--- src/rtl/axi_dma_wr_if.sv ---
// AXI4 write-channel bundle (AW/W/B) between the DMA write master and its memory-side responder.
interface axi_dma_wr_if #(
   parameter int AXI_WIDTH_AD = 32,
   parameter int AXI_WIDTH_ID = 4,
   parameter int AXI_WIDTH_DA = 32,
   parameter int AXI_WIDTH_DS = 4
);

   logic                    M_AWVALID;
   logic                    M_AWREADY;
   logic [AXI_WIDTH_AD-1:0] M_AWADDR;
   logic [AXI_WIDTH_ID-1:0] M_AWID;
   logic [7:0]              M_AWLEN;
   logic [2:0]              M_AWSIZE;
   logic [1:0]              M_AWBURST;
   logic [1:0]              M_AWLOCK;
   logic [3:0]              M_AWCACHE;
   logic [2:0]              M_AWPROT;

   logic                    M_WVALID;
   logic                    M_WREADY;
   logic [AXI_WIDTH_DA-1:0] M_WDATA;
   logic [AXI_WIDTH_DS-1:0] M_WSTRB;
   logic                    M_WLAST;
   logic [AXI_WIDTH_ID-1:0] M_WID;

   logic                    M_BVALID;
   logic                    M_BREADY;
   logic [1:0]              M_BRESP;
   logic [AXI_WIDTH_ID-1:0] M_BID;

   modport master (
      output M_AWVALID, M_AWADDR, M_AWID, M_AWLEN, M_AWSIZE, M_AWBURST,
             M_AWLOCK, M_AWCACHE, M_AWPROT,
      input  M_AWREADY,
      output M_WVALID, M_WDATA, M_WSTRB, M_WLAST, M_WID,
      input  M_WREADY,
      input  M_BVALID, M_BRESP, M_BID,
      output M_BREADY
   );

   modport slave (
      input  M_AWVALID, M_AWADDR, M_AWID, M_AWLEN, M_AWSIZE, M_AWBURST,
             M_AWLOCK, M_AWCACHE, M_AWPROT,
      output M_AWREADY,
      input  M_WVALID, M_WDATA, M_WSTRB, M_WLAST, M_WID,
      output M_WREADY,
      output M_BVALID, M_BRESP, M_BID,
      input  M_BREADY
   );

endinterface

--- src/rtl/axi_dma_wr.sv ---
// AXI4 write-master DMA channel: buffers a word stream in a FIFO and drains it as
// fully-buffered INCR bursts that never cross a 4 KB page, one burst outstanding at a time.
module axi_dma_wr #(
   parameter int AXI_WIDTH_AD = 32,
   parameter int AXI_WIDTH_ID = 4,
   parameter int AXI_WIDTH_DA = 32,
   parameter int AXI_WIDTH_DS = 4,
   parameter int MAX_BURST    = 16,
   parameter int FIFO_DEPTH   = 32
) (
   input  logic                    clk,
   input  logic                    rstn,
   input  logic                    start,
   input  logic [AXI_WIDTH_AD-1:0] base_addr,
   input  logic [31:0]             num_words,
   output logic                    busy,
   output logic                    done,
   output logic                    err,
   input  logic                    in_valid,
   output logic                    in_ready,
   input  logic [AXI_WIDTH_DA-1:0] in_data,
   axi_dma_wr_if.master            m_axi
);

   localparam int PW = $clog2(FIFO_DEPTH);
   localparam int CW = PW + 1;

   typedef enum logic [2:0] {
      S_IDLE,
      S_WAIT,
      S_ADDR,
      S_DATA,
      S_RESP,
      S_DONE
   } state_t;

   state_t                  r_state;
   logic [AXI_WIDTH_AD-1:0] r_addr;
   logic [31:0]             r_rem;
   logic [31:0]             r_acc;
   logic [8:0]              r_len;
   logic [7:0]              r_awLen;
   logic [8:0]              r_beat;
   logic                    r_busy;
   logic                    r_done;
   logic                    r_err;
   logic                    r_awValid;
   logic                    r_wValid;
   logic                    r_wLast;
   logic                    r_bReady;

   logic [AXI_WIDTH_DA-1:0] r_mem [FIFO_DEPTH];
   logic [PW-1:0]           r_wrPtr;
   logic [PW-1:0]           r_rdPtr;
   logic [CW-1:0]           r_count;

   logic                    w_push;
   logic                    w_pop;
   logic [31:0]             w_pageWords;
   logic [31:0]             w_len;
   logic [31:0]             w_count32;

   assign w_count32 = 32'(r_count);
   assign in_ready  = r_busy & (w_count32 < 32'(FIFO_DEPTH)) & (r_acc != 32'd0);
   assign w_push    = in_valid & in_ready;
   assign w_pop     = r_wValid & m_axi.M_WREADY;

   // Beats in the next burst: capped by the burst limit, the words left, and the 4 KB page end.
   always_comb begin
      w_pageWords = (32'd4096 - {20'd0, r_addr[11:0]}) >> 2;
      w_len       = 32'(MAX_BURST);
      if (r_rem < w_len) begin
         w_len = r_rem;
      end
      if (w_pageWords < w_len) begin
         w_len = w_pageWords;
      end
   end

   always_ff @(posedge clk) begin
      if (w_push) begin
         r_mem[r_wrPtr] <= in_data;
      end
   end

   always_ff @(posedge clk) begin
      if (!rstn) begin
         r_wrPtr <= '0;
         r_rdPtr <= '0;
         r_count <= '0;
      end else begin
         if (w_push) begin
            r_wrPtr <= r_wrPtr + PW'(1);
         end
         if (w_pop) begin
            r_rdPtr <= r_rdPtr + PW'(1);
         end
         case ({w_push, w_pop})
            2'b10:   r_count <= r_count + CW'(1);
            2'b01:   r_count <= r_count - CW'(1);
            default: r_count <= r_count;
         endcase
      end
   end

   always_ff @(posedge clk) begin
      if (!rstn) begin
         r_state   <= S_IDLE;
         r_addr    <= '0;
         r_rem     <= '0;
         r_acc     <= '0;
         r_len     <= '0;
         r_awLen   <= '0;
         r_beat    <= '0;
         r_busy    <= 1'b0;
         r_done    <= 1'b0;
         r_err     <= 1'b0;
         r_awValid <= 1'b0;
         r_wValid  <= 1'b0;
         r_wLast   <= 1'b0;
         r_bReady  <= 1'b0;
      end else begin
         if (w_push) begin
            r_acc <= r_acc - 32'd1;
         end
         case (r_state)
            S_IDLE: begin
               r_done <= 1'b0;
               if (start) begin
                  r_addr  <= base_addr & ~AXI_WIDTH_AD'(3);
                  r_rem   <= num_words;
                  r_acc   <= num_words;
                  r_err   <= 1'b0;
                  r_busy  <= 1'b1;
                  r_state <= S_WAIT;
               end
            end
            // A burst is only announced once every one of its beats sits in the FIFO.
            S_WAIT: begin
               if (r_rem == 32'd0) begin
                  r_busy  <= 1'b0;
                  r_done  <= 1'b1;
                  r_state <= S_DONE;
               end else if (w_count32 >= w_len) begin
                  r_len     <= w_len[8:0];
                  r_awLen   <= 8'(w_len - 32'd1);
                  r_awValid <= 1'b1;
                  r_state   <= S_ADDR;
               end
            end
            S_ADDR: begin
               if (m_axi.M_AWREADY) begin
                  r_awValid <= 1'b0;
                  r_wValid  <= 1'b1;
                  r_beat    <= '0;
                  r_wLast   <= (r_len == 9'd1);
                  r_state   <= S_DATA;
               end
            end
            S_DATA: begin
               if (m_axi.M_WREADY) begin
                  if (r_wLast) begin
                     r_wValid <= 1'b0;
                     r_wLast  <= 1'b0;
                     r_bReady <= 1'b1;
                     r_state  <= S_RESP;
                  end else begin
                     r_beat  <= r_beat + 9'd1;
                     r_wLast <= ((r_beat + 9'd2) == r_len);
                  end
               end
            end
            S_RESP: begin
               if (m_axi.M_BVALID) begin
                  r_bReady <= 1'b0;
                  r_err    <= r_err | (m_axi.M_BRESP != 2'b00);
                  r_addr   <= r_addr + AXI_WIDTH_AD'({r_len, 2'b00});
                  r_rem    <= r_rem - 32'(r_len);
                  if (r_rem == 32'(r_len)) begin
                     r_busy  <= 1'b0;
                     r_done  <= 1'b1;
                     r_state <= S_DONE;
                  end else begin
                     r_state <= S_WAIT;
                  end
               end
            end
            S_DONE: begin
               r_done  <= 1'b0;
               r_state <= S_IDLE;
            end
            default: begin
               r_state <= S_IDLE;
            end
         endcase
      end
   end

   assign busy = r_busy;
   assign done = r_done;
   assign err  = r_err;

   assign m_axi.M_AWVALID = r_awValid;
   assign m_axi.M_AWADDR  = r_addr;
   assign m_axi.M_AWID    = {AXI_WIDTH_ID{1'b0}};
   assign m_axi.M_AWLEN   = r_awLen;
   assign m_axi.M_AWSIZE  = 3'b010;
   assign m_axi.M_AWBURST = 2'b01;
   assign m_axi.M_AWLOCK  = 2'b00;
   assign m_axi.M_AWCACHE = 4'b0011;
   assign m_axi.M_AWPROT  = 3'b000;

   // Data is gated so the bus reads all zeros whenever no beat is being offered.
   assign m_axi.M_WVALID  = r_wValid;
   assign m_axi.M_WDATA   = r_wValid ? r_mem[r_rdPtr] : '0;
   assign m_axi.M_WSTRB   = {AXI_WIDTH_DS{1'b1}};
   assign m_axi.M_WLAST   = r_wLast;
   assign m_axi.M_WID     = {AXI_WIDTH_ID{1'b0}};

   assign m_axi.M_BREADY  = r_bReady;

endmodule
--- src/flat_wrapper.sv ---
// flat-port wrapper written by rule: the top's interface ports become plain ports
module axi_dma_wr_flat 
#(
   parameter int AXI_WIDTH_AD = 32,
   parameter int AXI_WIDTH_ID = 4,
   parameter int AXI_WIDTH_DA = 32,
   parameter int AXI_WIDTH_DS = 4,
   parameter int MAX_BURST    = 16,
   parameter int FIFO_DEPTH   = 32
)
  (clk, rstn, start, base_addr, num_words, busy, done, err, in_valid, in_ready, in_data, m_axi_M_AWVALID, m_axi_M_AWADDR, m_axi_M_AWID, m_axi_M_AWLEN, m_axi_M_AWSIZE, m_axi_M_AWBURST, m_axi_M_AWLOCK, m_axi_M_AWCACHE, m_axi_M_AWPROT, m_axi_M_AWREADY, m_axi_M_WVALID, m_axi_M_WDATA, m_axi_M_WSTRB, m_axi_M_WLAST, m_axi_M_WID, m_axi_M_WREADY, m_axi_M_BVALID, m_axi_M_BRESP, m_axi_M_BID, m_axi_M_BREADY);
  axi_dma_wr_if #(.AXI_WIDTH_AD(AXI_WIDTH_AD), .AXI_WIDTH_ID(AXI_WIDTH_ID), .AXI_WIDTH_DA(AXI_WIDTH_DA), .AXI_WIDTH_DS(AXI_WIDTH_DS)) m_axi_i ();
  input  logic clk;
  input  logic rstn;
  input  logic start;
  input  logic [AXI_WIDTH_AD-1:0] base_addr;
  input  logic [31:0] num_words;
  output logic busy;
  output logic done;
  output logic err;
  input  logic in_valid;
  output logic in_ready;
  input  logic [AXI_WIDTH_DA-1:0] in_data;
  output wire logic [$bits(m_axi_i.M_AWVALID)-1:0] m_axi_M_AWVALID;
  output wire logic [$bits(m_axi_i.M_AWADDR)-1:0] m_axi_M_AWADDR;
  output wire logic [$bits(m_axi_i.M_AWID)-1:0] m_axi_M_AWID;
  output wire logic [$bits(m_axi_i.M_AWLEN)-1:0] m_axi_M_AWLEN;
  output wire logic [$bits(m_axi_i.M_AWSIZE)-1:0] m_axi_M_AWSIZE;
  output wire logic [$bits(m_axi_i.M_AWBURST)-1:0] m_axi_M_AWBURST;
  output wire logic [$bits(m_axi_i.M_AWLOCK)-1:0] m_axi_M_AWLOCK;
  output wire logic [$bits(m_axi_i.M_AWCACHE)-1:0] m_axi_M_AWCACHE;
  output wire logic [$bits(m_axi_i.M_AWPROT)-1:0] m_axi_M_AWPROT;
  input wire logic [$bits(m_axi_i.M_AWREADY)-1:0] m_axi_M_AWREADY;
  output wire logic [$bits(m_axi_i.M_WVALID)-1:0] m_axi_M_WVALID;
  output wire logic [$bits(m_axi_i.M_WDATA)-1:0] m_axi_M_WDATA;
  output wire logic [$bits(m_axi_i.M_WSTRB)-1:0] m_axi_M_WSTRB;
  output wire logic [$bits(m_axi_i.M_WLAST)-1:0] m_axi_M_WLAST;
  output wire logic [$bits(m_axi_i.M_WID)-1:0] m_axi_M_WID;
  input wire logic [$bits(m_axi_i.M_WREADY)-1:0] m_axi_M_WREADY;
  input wire logic [$bits(m_axi_i.M_BVALID)-1:0] m_axi_M_BVALID;
  input wire logic [$bits(m_axi_i.M_BRESP)-1:0] m_axi_M_BRESP;
  input wire logic [$bits(m_axi_i.M_BID)-1:0] m_axi_M_BID;
  output wire logic [$bits(m_axi_i.M_BREADY)-1:0] m_axi_M_BREADY;
  assign m_axi_M_AWVALID = m_axi_i.M_AWVALID;
  assign m_axi_M_AWADDR = m_axi_i.M_AWADDR;
  assign m_axi_M_AWID = m_axi_i.M_AWID;
  assign m_axi_M_AWLEN = m_axi_i.M_AWLEN;
  assign m_axi_M_AWSIZE = m_axi_i.M_AWSIZE;
  assign m_axi_M_AWBURST = m_axi_i.M_AWBURST;
  assign m_axi_M_AWLOCK = m_axi_i.M_AWLOCK;
  assign m_axi_M_AWCACHE = m_axi_i.M_AWCACHE;
  assign m_axi_M_AWPROT = m_axi_i.M_AWPROT;
  assign m_axi_i.M_AWREADY = m_axi_M_AWREADY;
  assign m_axi_M_WVALID = m_axi_i.M_WVALID;
  assign m_axi_M_WDATA = m_axi_i.M_WDATA;
  assign m_axi_M_WSTRB = m_axi_i.M_WSTRB;
  assign m_axi_M_WLAST = m_axi_i.M_WLAST;
  assign m_axi_M_WID = m_axi_i.M_WID;
  assign m_axi_i.M_WREADY = m_axi_M_WREADY;
  assign m_axi_i.M_BVALID = m_axi_M_BVALID;
  assign m_axi_i.M_BRESP = m_axi_M_BRESP;
  assign m_axi_i.M_BID = m_axi_M_BID;
  assign m_axi_M_BREADY = m_axi_i.M_BREADY;
  axi_dma_wr #(.AXI_WIDTH_AD(AXI_WIDTH_AD), .AXI_WIDTH_ID(AXI_WIDTH_ID), .AXI_WIDTH_DA(AXI_WIDTH_DA), .AXI_WIDTH_DS(AXI_WIDTH_DS), .MAX_BURST(MAX_BURST), .FIFO_DEPTH(FIFO_DEPTH)) u_core (.clk(clk), .rstn(rstn), .start(start), .base_addr(base_addr), .num_words(num_words), .busy(busy), .done(done), .err(err), .in_valid(in_valid), .in_ready(in_ready), .in_data(in_data), .m_axi(m_axi_i));
endmodule
--- config.mk ---
export PLATFORM = sky130hd
export DESIGN_NAME = axi_dma_wr_flat
export DESIGN_NICKNAME = d
export VERILOG_FILES = /design/src/rtl/axi_dma_wr_if.sv /design/src/rtl/axi_dma_wr.sv /design/src/flat_wrapper.sv
export SDC_FILE = /design/constraint.sdc
export NUM_CORES = 1
export LEC_CHECK = 0
export CAP_MARGIN = 20
export CORE_UTILIZATION = 45
export CTS_CLUSTER_SIZE = 40
export DETAILED_ROUTE_END_ITERATION = 12
export PLACE_DENSITY_LB_ADDON = 0.25
export SLEW_MARGIN = 20
export SYNTH_ARGS = -nofsm -noshare
export SYNTH_HDL_FRONTEND = slang
export SYNTH_SLANG_ARGS = --single-unit
export TNS_END_PERCENT = 5
--- constraint.sdc ---
create_clock -name clk -period 4.5 [get_ports clk]
set_input_delay 0.9 -clock clk [delete_from_list [all_inputs] [get_ports clk]]
set_output_delay 0.9 -clock clk [all_outputs]
set_load 0.05 [all_outputs]
Word-level counts from Yosys, hierarchy flattened. Memory sizes are Yosys's and may differ from the RTL's. A register that Yosys moved wholly into a read port is not among the register bits. Index checks and enable logic that the tools add are counted. Widths: inputs -> output; s select.

Flip-flop bits (word level): 148. Memory bits (writable): 1024. Input port bits: 109. Output and inout port bits: 106. Word-level logic and storage cells: 140. Memories kept: 1.

Memories: u_core.r_mem (depth 32, bits a word 32, rd ports 1, clocked after Yosys merged registers in 1, wr ports 1, line axi_dma_wr.sv:52) `logic [AXI_WIDTH_DA-1:0] r_mem [FIFO_DEPTH];`.

Add/subtract/negate cells: 11. Magnitude comparators: 4. Eq/ne operators: 21. Mux-type cells: 58. Bitwise operators: 6. Reductions and logical operators: 22.

Operators with widths (number): $mux 32 (10); $pmux 32 s2 (2); $add 32x11->32 (1); $eq 32x9->1 (1); $ge 6x32->1 (1); $logic_not 32->1 (1); $lt 30x32->1 (1); $lt 32x5->1 const B (1); $reduce_bool 32->1 (1); $sub 32x1->32 const B (1); $sub 32x9->32 (1); $mux 9 (3); $mux 3 (8); $mux 1 (23); $reduce_and 4->1 (5); $pmux 9 s2 (1); $pmux 3 s5 (1); $sub 13x12->14 const A (1); $ne 2x2->1 const B (6); $pmux 6 s2 (1); $reduce_bool 2->1 (6); $add 5x1->5 const B (2); $mux 5 (2); $pmux 1 s2 (5); 25 further kinds (37).

Depth between registers and ports, before layout. Gate-level depths: netlist of the first run.

Depth after elaboration: 8. Depth in mapped cells: 23. Gate-level depth less buffers: 22.

Worst setup path after synthesis of the first run. Ideal clock, no wire load.

Path type: reg-to-reg. From: register u_core.r_addr[2] (netlist: u_core.m_axi.M_AWADDR[2]). To: register u_core.r_awLen[2] (netlist: u_core.m_axi.M_AWLEN[2]). Setup time: 0.116 ns. Data arrival time: 4.786 ns. Required time: 4.384 ns. Slack: -0.402 ns. Stages on the path, launching flop included: 21. Buffers on the path: 0. Clock period less this slack: 4.902 ns. Path through: dfxtp_1 -> nor4_4 -> nand2_2 -> nor4_1 -> xnor2_1 -> ha_1 -> and2_1 -> a221oi_2 -> and3_1 -> o31a_1 -> nand2_1 -> a31oi_1 -> inv_1 -> ha_1 -> o21ai_0 -> nand2b_1 -> a221oi_1 -> a41oi_1 -> a21oi_2 -> nor2_2 -> a31o_2.

Word-level cells in the longest chain between the ends: 5. Elaborated cells between the ends (all ways): 6. Those cells by class: add/sub (2); order compare (2); mux (1); reduce/logical (1).

RTL lines: start: declaration (line axi_dma_wr.sv:38) `logic [AXI_WIDTH_AD-1:0] r_addr;`; start signal: assignment (line axi_dma_wr.sv:130) `r_addr <= base_addr & ~AXI_WIDTH_AD'(3);`; start signal: assignment (line axi_dma_wr.sv:177) `r_addr <= r_addr + AXI_WIDTH_AD'({r_len, 2'b00});`; $sub 13x12->14 (*) (line axi_dma_wr.sv:70) `w_pageWords = (32'd4096 - {20'd0, r_addr[11:0]}) >> 2;`; $lt 30x32->1 (line axi_dma_wr.sv:75) `if (w_pageWords < w_len) begin`; $mux 32 (*) (line axi_dma_wr.sv:75); via u_core.w_len[0] (line axi_dma_wr.sv:60) `logic [31:0] w_len;`; $ge 6x32->1 (line axi_dma_wr.sv:144) `end else if (w_count32 >= w_len) begin`; $reduce_and 3->1 (no line); end signal: assignment (line axi_dma_wr.sv:146) `r_awLen <= 8'(w_len - 32'd1);`; end: declaration (line axi_dma_wr.sv:42) `logic [7:0] r_awLen;`.

The timed path passes the listed nets; every way through them passes the cells marked *. A chain may end at the register's enable or synchronous reset.

Worst setup path in the final report of the first run.
From: register u_core.r_rem[26]. To: register u_core.r_state[2].

Word-level cells in the longest chain between the ends: 7. Elaborated cells between the ends (all ways): 13. Those cells by class: order compare (3); eq/ne (2); mux (6); reduce/logical (2).

RTL lines: start: declaration (line axi_dma_wr.sv:39) `logic [31:0] r_rem;`; start signal: assignment (line axi_dma_wr.sv:131) `r_rem <= num_words;`; start signal: assignment (line axi_dma_wr.sv:178) `r_rem <= r_rem - 32'(r_len);`; $lt 32x5->1 (line axi_dma_wr.sv:72) `if (r_rem < w_len) begin`; $mux 32 (*) (line axi_dma_wr.sv:72); $lt 30x32->1 (line axi_dma_wr.sv:75); $mux 32 (*) (line axi_dma_wr.sv:75); via u_core.w_len[0] (line axi_dma_wr.sv:60); $ge 6x32->1 (*) (line axi_dma_wr.sv:144); $ne 3x1->1 (no line) (*); $reduce_and 6->1 (no line) (*); end signal: assignment (line axi_dma_wr.sv:143) `r_state <= S_DONE;`; end signal: assignment (line axi_dma_wr.sv:148) `r_state <= S_ADDR;`; end signal: assignment (line axi_dma_wr.sv:157) `r_state <= S_DATA;`; end: declaration (line axi_dma_wr.sv:37) `state_t r_state;`.

The timed path passes the listed nets; every way through them passes the cells marked *. The select of a mux whose other input is x is not followed.

==> flow_summary.yaml, run 1 <==
outcome:
  status: "finished with violations"
  violations: "negative setup slack"
hold_path:
  worstHoldStart: "u_core.err"
  min_to: "u_core.err"
  worstHoldPathCells: 2
  hp-class: "flop to flop"
synthesis:
  ys_warn_count: 0
  ys_top_cells_by_area: "edfxtp_1, mux4_2, dfxtp_1, ha_1, nor2_1"
  synth-seq-cells: 1175
  yosysTopAreaCellShare: 0.631
  synthesis.area_sq_mm: 0.0487
  synthCells: 2774
  synth_common_cells: "edfxtp_1, mux4_2, dfxtp_1"
  yosysMostFrequentCell: "edfxtp_1"
  synthAdderAreaFrac: 0.0141
  synth_top_family_by_area: "multiplexers"
  synth_edf_count: 1024
  ys_seq_area_frac: 0.693
  synth-compound-area-share: 0.0468
  syn_area_per_cell_sq_um: 17.6
  muxShareOfSynthArea: 0.157
  async_reset_ff_frac: 0
  synthSimpleGateAreaFrac: 0.0562
  yosysTopAreaCell: "edfxtp_1"
  synth-xor-area-share: 0.0140
  ys.flop_type: "edfxtp_1"
  synth_cell_types: 83
detailed_routing:
  drt_iter0_markers: 2744
  final_antenna_net_count: 0
  routedWlPerCell_um: 26.4
  drcViolationCount: 0
  viasPerCell: 5.94
  firstDrtPassIters: 5
  vias: 27452
  drt_wl_total_um: 122000
power_and_ir_drop:
  peakVddDrop_mv: 0.364
  seqPwrFrac: 0.446
  clkPwrFrac: 0.347
  intPower_mw: 20.4
  p_switching_mw: 8.00
  combPwrFrac: 0.207
  p_per_area_mw_per_mm2: 491
  p_leak_nw: 18.3
  p_sw_frac: 0.282
  power_mw: 28.4
cts:
  numCtsBuffers: 119
  clockRootBuffer: "clkbuf_16"
  cts_tree: "done"
  clock_latency_ns: 0.72
  clock_path_buffers: 3
  htreeDepth: 3
  clk_pin_slew_ns: 0.06
  cts.sink_count: 1175
sta:
  slew_headroom: 0.271
  post-route-period-util: 1.02
  fin_skew_ns: 0.0437
  layout_min_cycle_time_ns: 4.57
  finalMaxSlewViolations: 0
  finalSetupTns_ns: -0.456
  hold_viol_final: 0
  whs_ns: 0.448
  rsz0062_at_grt: "yes"
  worst_slew_pin_slew_ns: 1.09
  setup_viol: 18
  fmax_ghz: 0.219
  worst_slack_ns: -0.0702
critical_path:
  reg2reg_to: "u_core.r_state[2]"
  worstSetupStartpointType: "flop"
  path_max_fanout: 3
  r2r-start: "u_core.r_rem[26]"
  worst-setup-path-type: "flop to flop"
  worst_r2r_path_depth: 21
  crit_required_ns: 5.10
  arrival_ns: 5.17
  rrSetupSlack_ns: -0.07
  endpoint_kind: "flop"
  critPathLaunch: "u_core.r_rem[26]"
placement:
  detailed_place.area_sq_mm: 0.0536
  post-place-cells: 4387
  post-place-ws_ns: -0.442
  hpwl_um: 73800
  port_buffers: 180
  routabilityCongestion: 0.882
cells_and_area:
  finalNonFillerCells: 4620
  fin_area_sq_mm: 0.0578
  final_nets: 3277
  regArea_sq_mm: 0.0338
  finish.utilization: 0.539
  fill_cells: 8378
  drive_gt1_frac: 0.254
  area_growth_pct: 18.6
  multi_input_area_sq_mm: 0.0146
global_routing:
  grt_pass1_wl_um: 180000
  grt_pass1_vias: 27749
  antenna_found_initial: 9
  grt.total_usage: 0.223
  grt_max_degree: 128
  grt_overflow_total: 0
die:
  pin_count: 215
  die_h_um: 331
  core_sq_mm: 0.107
  die_x_um: 331
  row_count: 120
  initial_core_util: 0.455
  dieArea_sq_mm: 0.110
job:
  drv_cap: 0
## routing by layer
layer	wire, um	vias up	share of wire	track usage
met5	42	-	0.00034	0
met4	2630	6	0.022	0.0554
met3	7660	183	0.063	0.0318
li1	-	11840	-	-
met2	60700	1055	0.50	0.366
met1	51000	14368	0.42	0.313
## registers in the layout, indices dropped and copies added, names as in the netlist, 3 cells and up, named ones only
signal / cells
u_core.m_axi.M_AWADDR: 30
u_core.m_axi.M_AWLEN: 8
u_core.r_acc: 32
u_core.r_beat: 9
u_core.r_count: 6
u_core.r_len: 9
u_core.r_mem: 1024
u_core.r_rdPtr: 5
u_core.r_rem: 32
u_core.r_state: 3
u_core.r_wrPtr: 5
## final cells by class
type / instances / share of cell area
well taps: 1403 / 0.0304
inverters: 44 / 0.00286
clock buffers: 160 / 0.0560
repair buffers: 361 / 0.0605
multi-input cells: 1414 / 0.253
clock inverters: 59 / 0.0116
diodes: 4 / 0.000173
flip-flops and latches: 1175 / 0.585
## layout by cell type, fill, tap and decap left out, types with 32 or more instances in the layout
master / n
clkbuf_16: 121
clkdlybuf4s50_1: 137
mux2i_1: 41
nand3_1: 48
xnor2_1: 42
xor2_1: 36
edfxtp_1: 1024
nor2_1: 111
buf_4: 163
o21ai_0: 83
a21oi_1: 103
nor3_1: 44
clkbuf_1: 32
nor2_4: 35
dfxtp_1: 136
conb_1: 34
nor2b_1: 43
inv_1: 39
ha_1: 46
nand2_1: 105
mux4_2: 320
## critical path, cell delays in order (launching register included)
cell and delay, ns:
dfxtp_2 0.33, nor4_4 0.31, buf_4 0.16, nand4_1 0.19, nor3_4 0.30, nand2_1 0.15
ha_2 0.22, buf_4 0.13, o211ai_1 0.35, buf_4 0.18, o31a_1 0.16, nand2_2 0.08
a31oi_4 0.16, inv_2 0.06, ha_4 0.21, o21ai_2 0.13, nand2b_1 0.08, a221oi_2 0.31
nand4_1 0.26, a211oi_2 0.33, nor2_1 0.09, a211o_1 0.27
## power groups by stage
stage | clock, mW | combinational, mW | sequential, mW
floorplan | 0 | 3.23 | 13.1
global placement | 0 | 5.40 | 12.8
detailed placement | 0 | 5.50 | 12.9
CTS | 9.99 | 5.66 | 12.6
global route | 10.4 | 6.34 | 12.7
finish | 9.83 | 5.87 | 12.6
## worst max-delay path by stage
stage                                   end  slack, ns  cells past startpoint
CTS                       m_axi_M_WDATA[11]      -0.18                      7
detailed placement  u_core.m_axi.M_AWLEN[3]      -0.44                     22
global route              u_core.r_state[2]      -0.33                     21
finish                    u_core.r_state[2]      -0.07                     21
global placement            u_core.r_len[8]      -0.30                     22
floorplan           u_core.m_axi.M_AWLEN[2]       0.01                     21
## cell families (layout without fill, tap and decap cells)
| family | count (synthesis) | in the layout |
|---|---|---|
| mux | 363 | 363 |
| fa+ha+maj | 53 | 53 |
| xor+xnor | 78 | 78 |
| compound gates | 356 | 356 |
| other cells | 2 | 38 |
| flops | 1175 | 1175 |
| buf+inv | 217 | 624 |
| simple gates | 530 | 530 |
## what timing repair did
item,in CTS,in global routing
endpoints found under the setup margin,42,35
resized for setup,38,32
pin swaps,14,18
setup buffers,4,7
hold buffers,0,0
gates cloned,0,0
No activity file was read; power rests on OpenSTA's default activity.
==> run 2: changes to the inputs <==
--- a/config.mk
+++ b/config.mk
@@ -9,6 +9,7 @@
 export CORE_UTILIZATION = 45
 export CTS_CLUSTER_SIZE = 40
 export DETAILED_ROUTE_END_ITERATION = 12
+export HOLD_SLACK_MARGIN = 0.1
 export PLACE_DENSITY_LB_ADDON = 0.25
 export SLEW_MARGIN = 20
 export SYNTH_ARGS = -nofsm -noshare
==> results of run 2 <==
Final layout, timing and power as in run 1 (identical DEF).
